### src/rtl/uart_rx.sv
// 8N1 UART receiver: two-flop RX synchronizer, falling-edge start detect, mid-bit sampling.
// Optional stop-bit check with framing_err output when UART_RX_FRAME_CHK_EN is defined.
module uart_rx #(
  parameter int BAUD_DIV = 5208
) (
  input  logic       clk,
  input  logic       rst,
  input  logic       RX,
  input  logic       clr_rdy,
  output logic [7:0] rx_data,
  output logic       rdy
`ifdef UART_RX_FRAME_CHK_EN
  ,
  output logic       framing_err
`endif
);

  localparam int CNT_W = $clog2(BAUD_DIV);
  localparam logic [CNT_W-1:0] HALF_CNT = CNT_W'(BAUD_DIV / 2);
  localparam logic [CNT_W-1:0] FULL_CNT = CNT_W'(BAUD_DIV - 1);

  typedef enum logic {IDLE, RECEIVE} state_t;

  state_t           state_q, state_d;
  logic             rx_p0, rx_p1, rx_p2;
  logic [CNT_W-1:0] baud_q, baud_d;
  logic [3:0]       bit_q, bit_d;
  logic [8:0]       shift_q, shift_d;
  logic [7:0]       data_d;
  logic             rdy_d;
  logic             start_det;
  logic             start_bit_unused;
`ifdef UART_RX_FRAME_CHK_EN
  logic             ferr_q, ferr_d;
`endif

  // rx_p1 is the synchronized line, rx_p2 its previous value
  assign start_det        = rx_p2 & ~rx_p1;
  // The start bit is checked live at its sample and simply shifts out at the stop sample
  assign start_bit_unused = shift_q[0];

  always_comb begin
    state_d = state_q;
    baud_d  = baud_q;
    bit_d   = bit_q;
    shift_d = shift_q;
    data_d  = rx_data;
    rdy_d   = rdy;
`ifdef UART_RX_FRAME_CHK_EN
    ferr_d  = ferr_q;
`endif
    if (clr_rdy) begin
      rdy_d = 1'b0;
`ifdef UART_RX_FRAME_CHK_EN
      ferr_d = 1'b0;
`endif
    end
    unique case (state_q)
      IDLE: begin
        if (start_det) begin
          state_d = RECEIVE;
          baud_d  = HALF_CNT;
          bit_d   = 4'd0;
          rdy_d   = 1'b0;
`ifdef UART_RX_FRAME_CHK_EN
          ferr_d  = 1'b0;
`endif
        end
      end
      RECEIVE: begin
        if (baud_q != '0) begin
          baud_d = baud_q - CNT_W'(1);
        end else begin
          shift_d = {rx_p1, shift_q[8:1]};
          bit_d   = bit_q + 4'd1;
          baud_d  = FULL_CNT;
          if (bit_q == 4'd0 && rx_p1) begin
            // Line went back high before mid-start-bit: treat as a glitch
            state_d = IDLE;
          end else if (bit_q == 4'd9) begin
            state_d = IDLE;
            data_d  = shift_q[8:1];
`ifdef UART_RX_FRAME_CHK_EN
            if (rx_p1) rdy_d = 1'b1;
            else       ferr_d = 1'b1;
`else
            rdy_d   = 1'b1;
`endif
          end
        end
      end
    endcase
  end

  always_ff @(posedge clk or posedge rst) begin
    if (rst) begin
      rx_p0   <= 1'b1;
      rx_p1   <= 1'b1;
      rx_p2   <= 1'b1;
      state_q <= IDLE;
      baud_q  <= '0;
      bit_q   <= 4'd0;
      shift_q <= 9'd0;
      rx_data <= 8'h00;
      rdy     <= 1'b0;
`ifdef UART_RX_FRAME_CHK_EN
      ferr_q  <= 1'b0;
`endif
    end else begin
      rx_p0   <= RX;
      rx_p1   <= rx_p0;
      rx_p2   <= rx_p1;
      state_q <= state_d;
      baud_q  <= baud_d;
      bit_q   <= bit_d;
      shift_q <= shift_d;
      rx_data <= data_d;
      rdy     <= rdy_d;
`ifdef UART_RX_FRAME_CHK_EN
      ferr_q  <= ferr_d;
`endif
    end
  end

`ifdef UART_RX_FRAME_CHK_EN
  assign framing_err = ferr_q;
`endif

endmodule

### config.mk
export PLATFORM = sky130hd
export DESIGN_NAME = uart_rx
export DESIGN_NICKNAME = d
export VERILOG_FILES = /design/src/rtl/uart_rx.sv
export SDC_FILE = /design/constraint.sdc
export NUM_CORES = 1
export LEC_CHECK = 0
export CAP_MARGIN = 0
export CORE_MARGIN = 2
export CORE_UTILIZATION = 52
export DETAILED_ROUTE_END_ITERATION = 8
export PLACE_DENSITY = 0.75
export SLEW_MARGIN = 5
export SYNTH_ARGS = -nofsm -noshare
export SYNTH_HDL_FRONTEND = slang
export SYNTH_SLANG_ARGS = --single-unit
### constraint.sdc
create_clock -name clk -period 2 [get_ports clk]
set_clock_uncertainty 0.2 [all_clocks]
set_input_delay 0.6 -clock clk [delete_from_list [all_inputs] [get_ports clk]]
set_output_delay 0.6 -clock clk [all_outputs]
set_load 0.005 [all_outputs]
After elaboration in Yosys (flattened, before gate mapping). Index checks and enable logic that the tools add are counted.

Mux-type cells: 17. Bitwise operators: 5. $add $sub $neg: 2. Equal/unequal tests: 3. Reduce and logical (&&, ||, !) cells: 6.

Operators with widths (count): $mux 13 (2); $pmux 13 s2 (1); $reduce_bool 13->1 (1); $sub 13x1->13 const B (1); $mux 1 (9); $mux 4 (2); $pmux 4 s2 (1); $add 4x1->4 const B (1); $eq 4x4->1 const B (1); $logic_not 4->1 (1); $ne 2x2->1 const B (2); $not 1->1 (4); $pmux 1 s2 (2); $reduce_and 2->1 (2); $reduce_and 4->1 (1); $and 1x1->1 (1); $logic_and 1x1->1 (1).

Bits in registers: 39. Input port bits: 4. Logic and storage cells: 42. Output and inout port bits: 9.

Logic depth before layout (Yosys ltp). Gate-level depths: netlist (run 1).

Depth after elaboration: 5. Depth in mapped cells: 7. Mapped depth without buffers: 6.

Least setup slack after synthesis (run 1). Ideal clock, no wire load.

Kind: reg2reg. From: register baud_q[0]. To: register baud_q[10]. Path slack: -0.128 ns. Stages on the path, launching flop included: 8. Data required time: 1.734 ns. Arrival: 1.862 ns. Clock period less this slack: 2.128 ns. Library setup time: 0.066 ns. Buffers on the path: 1. Cells stage by stage: dfrtp_1 -> inv_1 -> ha_1 -> or4b_1 -> buf_2 -> or3_1 -> o31ai_2 -> a22o_1.

Longest elaborated chain between the ends: 3. Elaborated cells on any way between the ends: 4. Classes of those cells: add/sub (1); mux (2); reduce/logical (1).

Ends and longest elaborated chain: from (decl) (line 26) `logic [CNT_W-1:0] baud_q, baud_d;`; from (signal assigned) (line 114) `baud_q <= baud_d;`; $sub 13x1->13 / $reduce_bool 13->1 (equally long branches) (line 72, 71); $mux 13 (*) (line 71) `if (baud_q != '0) begin`; $pmux 13 s2 (*) (line 58) `unique case (state_q)`.

Every way passes the cells marked *; elsewhere a longest branch is shown, timed or not. A chain may end at the register's enable or synchronous reset.

Final worst setup path (run 1).
From: register baud_q[1]. To: register baud_q[10].

Same word-level chain as after synthesis.

==> impl_metrics.toml, run 1 <==
[min_path]
hold_depth = 0
hp-start = "rx_p0"
worstHoldPathType = "register to register"
whs_endpoint = "rx_p1"

[floorplanning]
placementRows = 21
boundaryPins = 13
die_h_um = 63.2
die_w_um = 63.2
initial_core_util_pct = 54.2
die_area_mm2 = 0.00400
coreArea_mm2 = 0.00336

[worst_setup_path]
max_stage_delay_ps = 480
r2r-start = "baud_q[1]"
crit_buf_inv = 1
cp.arrival_ps = 2170
r2r_cells = 6
regToRegEndpoint = "baud_q[10]"
worstSetupPathType = "register to register"
cp_max_fo = 4
crit_chain = "inv_2, ha_4, or4b_4, or3_4, o31ai_4, a22o_1"
rrSetupSlack_ps = -80
worst_ep_required_time_ps = 2090
crit_path_end_kind = "register"
cpLargestDelayFamily = "simple AND/OR/NAND/NOR gates"
cpMaxStageDelayCell = "or4b_4"
start_kind = "register"

[flow_run]
drv_cap = 0

[synthesis]
synth_nets = 170
synth_compound_area_share_pct = 15.4
synthMuxAreaShare_pct = 9.81
synth_top_family_by_area = "simple AND/OR/NAND/NOR gates"
synth.most_common_cell = "dfrtp_1"
ys_top_cells_by_area = "dfrtp_1 (48%), mux2_2 (9.3%), dfstp_2 (4.3%)"
yosys.area_share.adder_pct = 3.43
synth_top_area_share_pct = 48.0
async_flop_share_pct = 100
netlist.top_cell.by_area = "dfrtp_1"
synth_area_per_cell_um2 = 11.3
synthFlopType = "dfrtp_1"
syn_inst = 161
synth.cell_area_mm2 = 0.00182
synth_cell_types = 46
yosysSeqAreaShare_pct = 52.3
synth_warnings = 0
synth_enable_flop_cells = 0
synth-seq-cells = 38
synthSimpleGateAreaFrac_pct = 15.5
ys_top_cells_by_count = "dfrtp_1 (35), mux2_2 (15), nand2_1 (12)"
synth_xor_area_share_pct = 0

[place]
hpwl_um = 2780
portBuffers = 12
place.gp.congestion = 0.881

[outcome]
outcome = "finished, violations left"
violations = "negative setup slack"

[cells_and_area]
area_delta_synth_final_pct = 28.5
drive_gt1_share_pct = 34.5
finish.utilization_pct = 69.7
diodes = 0
nets = 214

[clock_tree]
numCtsBuffers = 5
clk_pin_slew_worst_paths_ps = 120
root_buffer = "clkbuf_4"
cts_sinks = 38
clock_path_buffers = 2
h-tree-depth = 2
clk_latency_ps = 350
tritoncts = "built"
hold_buffers = 0

[global_route]
overflow = 0
grt_usage_pct = 22.6
grt_max_degree = 39
grt_pass1_wl_um = 6960
antenna_found_initial = 0
grt_pass1_vias = 1529

[power_and_ir_drop]
p_sw_w = 0.000799
p_leak_nw = 1.15
intPower_w = 0.00146
pwr-share-seq_pct = 45.9
clockPowerShare_pct = 17.7
fin_total_pwr_w = 0.00226
sw_frac_of_total_pct = 35.4
power_frac_comb_pct = 36.4
power.density_mw_per_mm2 = 964
vdd_ir_drop_max_v = 0.000681

[timing]
setup_slack_ps = -83.4
period_share_pct = 104
slew_headroom_pct = 64.0
timing.fmax_mhz = 480
maxSlewViolCount = 0
setup_viol = 9
tightestPinTransition_ps = 536
hold_viol_final = 0
post-route-min-period_ps = 2080
rsz0062_at_grt = "yes"

[drt]
first_iter_violations = 109
viasPerCell = 5.75
drtPass1Iterations = 4
num_vias = 1448
totalWireLength_um = 4100
drc = 0
ant_nets = 0
wl_per_cell_um = 16.3
==> sequential cells by signal (all words and copies together) (netlist names), 4 cells and up <==
name	cells
bit_q	4
baud_q	13
shift_q	8
rx_data	8
==> final cells by class <==
type,count,area [µm²]
Fill cell,264,1020
Sequential cell,38,955
Multi-Input combinational cell,106,868
Timing Repair Buffer,42,359
Tap cell,46,57.6
Inverter,12,45.0
Clock buffer,5,37.5
Clock inverter,3,21.3
==> metal layers <==
layer	vias to the layer above	track usage, %	part of all wire, %
li1	691	-	-
met1	704	29.6	45
met2	41	35.2	48
met3	12	5.18	4.1
met4	0	12.0	2.3
met5	-	0	0
==> layout by cell type (no fill, tap or decap), types with 2 or more instances in the layout <==
| cell | synthesis | routed |
|---|---|---|
| nor3_1 | 3 | 3 |
| dfstp_2 | 3 | 3 |
| a21oi_1 | 5 | 5 |
| inv_1 | 11 | 9 |
| o31ai_1 | 2 | 2 |
| nand2b_1 | 2 | 2 |
| buf_12 | 0 | 2 |
| inv_2 | 0 | 2 |
| nor2_1 | 5 | 5 |
| o21ai_1 | 0 | 2 |
| dlygate4sd2_1 | 0 | 9 |
| mux2_2 | 15 | 11 |
| clkbuf_4 | 0 | 5 |
| a22o_1 | 5 | 5 |
| clkdlybuf4s50_1 | 0 | 3 |
| nand3_1 | 6 | 6 |
| dfrtp_1 | 35 | 35 |
| o311ai_1 | 0 | 2 |
| buf_4 | 0 | 28 |
| ha_1 | 5 | 4 |
| nor4_2 | 1 | 3 |
| a31oi_1 | 2 | 2 |
| nand4_1 | 3 | 3 |
| o21ai_0 | 10 | 8 |
| nand2_1 | 12 | 12 |
| or3_1 | 3 | 2 |
| mux2_4 | 0 | 4 |
==> stage by stage <==
stage          worst slack (ps)  TNS [ps]  area [µm²]  hold slack [ps]  instances
6_report                  -83.4      -211        2340              167        252
5_1_grt                    -174     -1640        2340              175        252
4_1_cts                   -43.1      -106        2290              170        249
3_5_place_dp              -39.2     -53.2        2200              152        235
3_3_place_gp               29.6         0        2200              149        235
2_1_floorplan             -81.7      -529        1870              145        161
==> power groups by stage <==
stage | Combinational, W | Clock, W | Sequential, W
final | 0.000822 | 0.000399 | 0.00104
after detailed placement | 0.000687 | 0 | 0.00105
after floorplan | 0.000388 | 0 | 0.00107
after CTS | 0.000742 | 0.000411 | 0.00103
after global placement | 0.000652 | 0 | 0.00104
after global routing | 0.000906 | 0.000445 | 0.00106
==> cell families after synthesis <==
group / count (synthesis)
compound gates: 39
fa+ha+maj: 5
buf+inv: 17
flops: 38
mux: 16
simple gates: 46
==> repair_timing <==
item,in CTS,in global routing
hold endpoints to repair,0,0
buffers inserted,6,3
setup endpoints to repair,18,15
pin swaps,3,2
gates resized for setup,11,7
==> how the worst max path moves through the flow <==
stage	start	endpoint	slack, ps	depth (start not counted)
after floorplan	baud_q[0]	baud_q[10]	-80	7
after global placement	baud_q[1]	baud_q[10]	30	6
after global routing	baud_q[1]	baud_q[10]	-170	6
after detailed placement	baud_q[4]	baud_q[11]	-40	5
after CTS	baud_q[1]	baud_q[10]	-40	6
final	baud_q[1]	baud_q[10]	-80	6
No activity file was read; power rests on OpenSTA's default activity.
==> run 2, diff against run 1 <==
--- a/config.mk
+++ b/config.mk
@@ -10,6 +10,7 @@
 export CORE_UTILIZATION = 52
 export DETAILED_ROUTE_END_ITERATION = 8
 export PLACE_DENSITY = 0.75
+export RECOVER_POWER = 50
 export SLEW_MARGIN = 5
 export SYNTH_ARGS = -nofsm -noshare
 export SYNTH_HDL_FRONTEND = slang
==> impl_metrics.toml, run 2 (synthesis results as in run 1) <==
[floorplanning]
die_h_um = 63.2
coreArea_mm2 = 0.00336
die_w_um = 63.2
boundaryPins = 13
die_area_mm2 = 0.00400
initial_core_util_pct = 54.2
placementRows = 21

[cells_and_area]
area_delta_synth_final_pct = 27.6
final_common_cell = "dfrtp_1"
final_cell_mix = "dfrtp_1 (35), buf_4 (28), nand2_1 (12)"
finish.utilization_pct = 69.2
largest_reg_flops = 13
nets = 214
top_regs = "baud_q (13), rx_data (8), shift_q (8)"
drive_gt1_share_pct = 34.5
regMostFlops = "baud_q"
diodes = 0
stdcell_area_mm2 = 0.00233

[clock_tree]
numCtsBuffers = 5
cts_sinks = 38
tritoncts = "built"
root_buffer = "clkbuf_4"
h-tree-depth = 2
clock_path_buffers = 2
clk_pin_slew_worst_paths_ps = 120
clk_latency_ps = 350

[power_and_ir_drop]
sw_frac_of_total_pct = 35.5
p_leak_nw = 1.14
power_frac_comb_pct = 36.3
intPower_w = 0.00146
clockPowerShare_pct = 17.8
power.density_mw_per_mm2 = 969
pwr-share-seq_pct = 46.0
vdd_ir_drop_max_v = 0.000681
p_sw_w = 0.000801

[worst_setup_path]
worstSetupPathType = "register to register"
start_kind = "register"
crit_path_end_kind = "register"
cp_max_fo = 4
cp.arrival_ps = 2180
worst_ep_required_time_ps = 2090

[flow_run]
drv_cap = 0

[global_route]
grt_usage_pct = 22.6
overflow = 0
antenna_found_initial = 0
grt_pass1_wl_um = 6960
grt_max_degree = 39
grt_pass1_vias = 1529

[timing]
hold_viol_final = 0
period_share_pct = 104
setup_slack_ps = -84.9
setup_viol = 9
timing.fmax_mhz = 480
rsz0062_at_grt = "yes"
maxSlewViolCount = 0
slew_headroom_pct = 39.0
tightestPinTransition_ps = 915
post-route-min-period_ps = 2080

[drt]
drtPass1Iterations = 4
totalWireLength_um = 4110
first_iter_violations = 92
wl_per_cell_um = 16.3
drc = 0
ant_nets = 0
viasPerCell = 5.77
num_vias = 1453

[place]
portBuffers = 12
hpwl_um = 2780
placed_area_mm2 = 0.00220
place.gp.congestion = 0.881

[min_path]
worstHoldPathType = "register to register"

[outcome]
violations = "negative setup slack"
outcome = "finished, violations left"
## run 2: cell count changes in the layout (fill, tap and decap cells not counted)
cell,previous run,this run
clkbuf_2,0,1
dlygate4sd3_1,0,2
buf_12,2,1
clkdlybuf4s50_1,3,1
## run 2: critical path, cell delays in order, from the launching register on
cell	delay, ps
dfrtp_1	420
inv_2	100
ha_4	130
or4b_4	480
or3_4	360
o31ai_4	180
a22o_1	150
## run 2: per-stage QoR
| step | setup TNS [ps] | worst slack, ps | cells | hold WS, ps | power [W] |
|---|---|---|---|---|---|
| after floorplan | -529 | -81.7 | 161 | 145 | 0.00145 |
| after CTS | -106 | -43.1 | 249 | 170 | 0.00219 |
| after detailed placement | -53.2 | -39.2 | 235 | 152 | 0.00174 |
| after global routing | -1640 | -174 | 252 | 175 | 0.00241 |
| final | -205 | -84.9 | 252 | 168 | 0.00226 |
| after global placement | 0 | 29.6 | 235 | 149 | 0.00170 |
## run 2: path summary, 6_finish.rpt
| path | from | to | slack [ps] | depth (start not counted) |
|---|---|---|---|---|
| setup reg to reg | baud_q[1] | baud_q[10] | -80 | 6 |
| max in group asynchronous | rst | baud_q[3] | 280 | 3 |
| min in group asynchronous | rst | baud_q[9] | 770 | 3 |
| setup / recovery | baud_q[1] | baud_q[10] | -80 | 6 |
| hold / removal | rx_p0 | rx_p1 | 170 | 0 |
| hold reg to reg | rx_p0 | rx_p1 | 170 | 0 |
## run 2: routing by layer
metal | wire length (µm) | part of all wire [%] | vias to the layer above | global-route usage [%]
met5 | 0 | 0 | - | 0
met4 | 83 | 2.0 | 0 | 12.0
met3 | 207 | 5.0 | 10 | 5.18
met2 | 2000 | 49 | 39 | 35.2
met1 | 1820 | 44 | 714 | 29.6
li1 | - | - | 690 | -
## run 2: what timing repair did
item	CTS	global route
buffers inserted	6	3
setup endpoints to repair	18	15
hold buffers	0	0
gates resized for setup	11	7
pin swaps	3	2
## run 2: area by class of cell
class                           instances  area [µm²]
Fill cell                             265        1030
Sequential cell                        38         955
Multi-Input combinational cell        106         868
Timing Repair Buffer                   42         344
Tap cell                               46        57.6
Inverter                               12        45.0
Clock buffer                            5        37.5
Clock inverter                          3        21.3
## run 2: power groups by stage
stage | registers, W | logic [W] | clock network, W
finish | 0.00104 | 0.000818 | 0.000401
detailed placement | 0.00105 | 0.000687 | 0
global placement | 0.00104 | 0.000652 | 0
CTS | 0.00103 | 0.000742 | 0.000411
global route | 0.00106 | 0.000901 | 0.000445
floorplan | 0.00107 | 0.000388 | 0
==> run 3, diff against run 2 <==
--- a/config.mk
+++ b/config.mk
@@ -7,9 +7,10 @@
 export LEC_CHECK = 0
 export CAP_MARGIN = 0
 export CORE_MARGIN = 2
-export CORE_UTILIZATION = 52
+export CORE_UTILIZATION = 56
 export DETAILED_ROUTE_END_ITERATION = 8
-export PLACE_DENSITY = 0.75
+export DONT_BUFFER_PORTS = 1
+export PLACE_DENSITY = 0.74
 export RECOVER_POWER = 50
 export SLEW_MARGIN = 5
 export SYNTH_ARGS = -nofsm -noshare
==> impl_metrics.toml, run 3 (synthesis results as in run 1) <==
[cells_and_area]
stdcell_area_mm2 = 0.00221
top_regs = "baud_q (13), rx_data (8), shift_q (8)"
largest_reg_flops = 13
fillerInstances = 230
diodes = 0
register_area_um2 = 955
drive_gt1_share_pct = 33.2
regMostFlops = "baud_q"
final_common_cell = "dfrtp_1"
finish.utilization_pct = 71.7
nets = 195
area_delta_synth_final_pct = 21.1
multi_input_area_um2 = 856
final_cell_mix = "dfrtp_1 (35), buf_4 (20), nand2_1 (12)"

[worst_setup_path]
cp.arrival_ps = 2140
start_kind = "register"
worst_ep_required_time_ps = 2090
cp_max_fo = 4
r2r_cells = 6
crit_path_end_kind = "register"
worstSetupPathType = "register to register"

[drt]
wl_met1_um = 1560
ant_nets = 0
routed.top_layer = "met4"
viasPerCell = 5.92
totalWireLength_um = 3640
route.met3.wl_um = 140
first_iter_violations = 68
drtPass1Iterations = 6
routed-wl-met2_um = 1870
wl_per_cell_um = 15.8
drc = 0
num_vias = 1368

[outcome]
violations = "negative setup slack"
outcome = "finished, violations left"

[timing]
rsz0062_at_grt = "yes"
period_share_pct = 102
fin_hold_ws_ps = 43.0
slew_headroom_pct = 40.9
maxSlewViolCount = 0
setup_slack_ps = -41.5
post-route-min-period_ps = 2040
setup_viol = 6
timing.fmax_mhz = 490
hold_viol_final = 0
tightestPinTransition_ps = 886

[min_path]
worstHoldPathType = "primary input to register"
hold_depth = 0

[flow_run]
drv_cap = 0

[global_route]
overflow = 0
antenna_found_initial = 0
grt_usage_pct = 23.4
grt_pass1_wl_um = 6110
grt_max_degree = 39
grt_pass1_vias = 1327

[clock_tree]
root_buffer = "clkbuf_4"
cts_sinks = 38
clk_latency_ps = 350
tritoncts = "built"
numCtsBuffers = 5
hold_buffers = 0
clk_pin_slew_worst_paths_ps = 110
clock_path_buffers = 2
h-tree-depth = 2

[power_and_ir_drop]
pwr-share-seq_pct = 42.9
intPower_w = 0.00169
sw_frac_of_total_pct = 30.8
p_sw_w = 0.000751
clockPowerShare_pct = 27.8
vdd_ir_drop_max_v = 0.000583
p_leak_nw = 1.05
fin_total_pwr_w = 0.00244
power.density_mw_per_mm2 = 1110
power_frac_comb_pct = 29.3

[floorplanning]
die_area_mm2 = 0.00373
placementRows = 20
boundaryPins = 13
coreArea_mm2 = 0.00308
die_h_um = 61.1
die_w_um = 61.1
initial_core_util_pct = 59.3

[place]
hpwl_um = 2570
place.gp.congestion = 0.855
portBuffers = 0
placed_area_mm2 = 0.00206
dpl_worst_slack_ps = -52.7
==> run 3: layout make-up <==
type / instances / share of cell area (%)
Multi-Input combinational cell: 106 / 38.8
Timing Repair Buffer: 23 / 8.44
Sequential cell: 38 / 43.2
Tap cell: 44 / 2.49
Inverter: 12 / 2.04
Clock buffer: 6 / 2.32
Clock inverter: 2 / 2.72
==> run 3: timing repair <==
| item | in CTS | in global routing |
|---|---|---|
| setup endpoints to repair | 7 | 15 |
| pin swaps | 1 | 1 |
| resized for setup | 3 | 3 |
| setup buffers | 2 | 1 |
==> run 3: final timing paths <==
check | from | end | slack, ps
setup reg to reg | baud_q[0] | baud_q[10] | -40
max in group asynchronous | rst | bit_q[1] | 860
hold / removal | RX | rx_p0 | 40
min in group asynchronous | rst | baud_q[6] | 190
hold reg to reg | rx_p0 | rx_p1 | 160
setup / recovery | baud_q[0] | baud_q[10] | -40
==> run 3: through the flow <==
| step | std cells | TNS [ps] |
|---|---|---|
| final | 231 | -153 |
| after global routing | 231 | -1000 |
| after CTS | 230 | -159 |
| after detailed placement | 220 | -74.3 |
| after global placement | 220 | 0 |
| after floorplan | 161 | -529 |
==> run 3: metal layers <==
layer / vias up / global-route usage, %
met5: - / 0
met4: 0 / 11.5
met3: 7 / 6.93
met2: 28 / 37.8
met1: 683 / 28.4
li1: 650 / -
==> run 3: power groups by stage <==
stage,Clock [W],Combinational (W),Sequential [W]
floorplan,0,0.000388,0.00107
global placement,0,0.000621,0.00105
detailed placement,0,0.000660,0.00106
CTS,0.000698,0.000705,0.00104
global route,0.000728,0.000795,0.00107
finish,0.000678,0.000714,0.00105
==> run 3: critical path: stages, from the launching register on <==
cell and delay, ps:
dfrtp_1 400, inv_2 100, ha_4 130, or4b_4 480, or3_4 360, o31ai_4 180
a22o_1 150
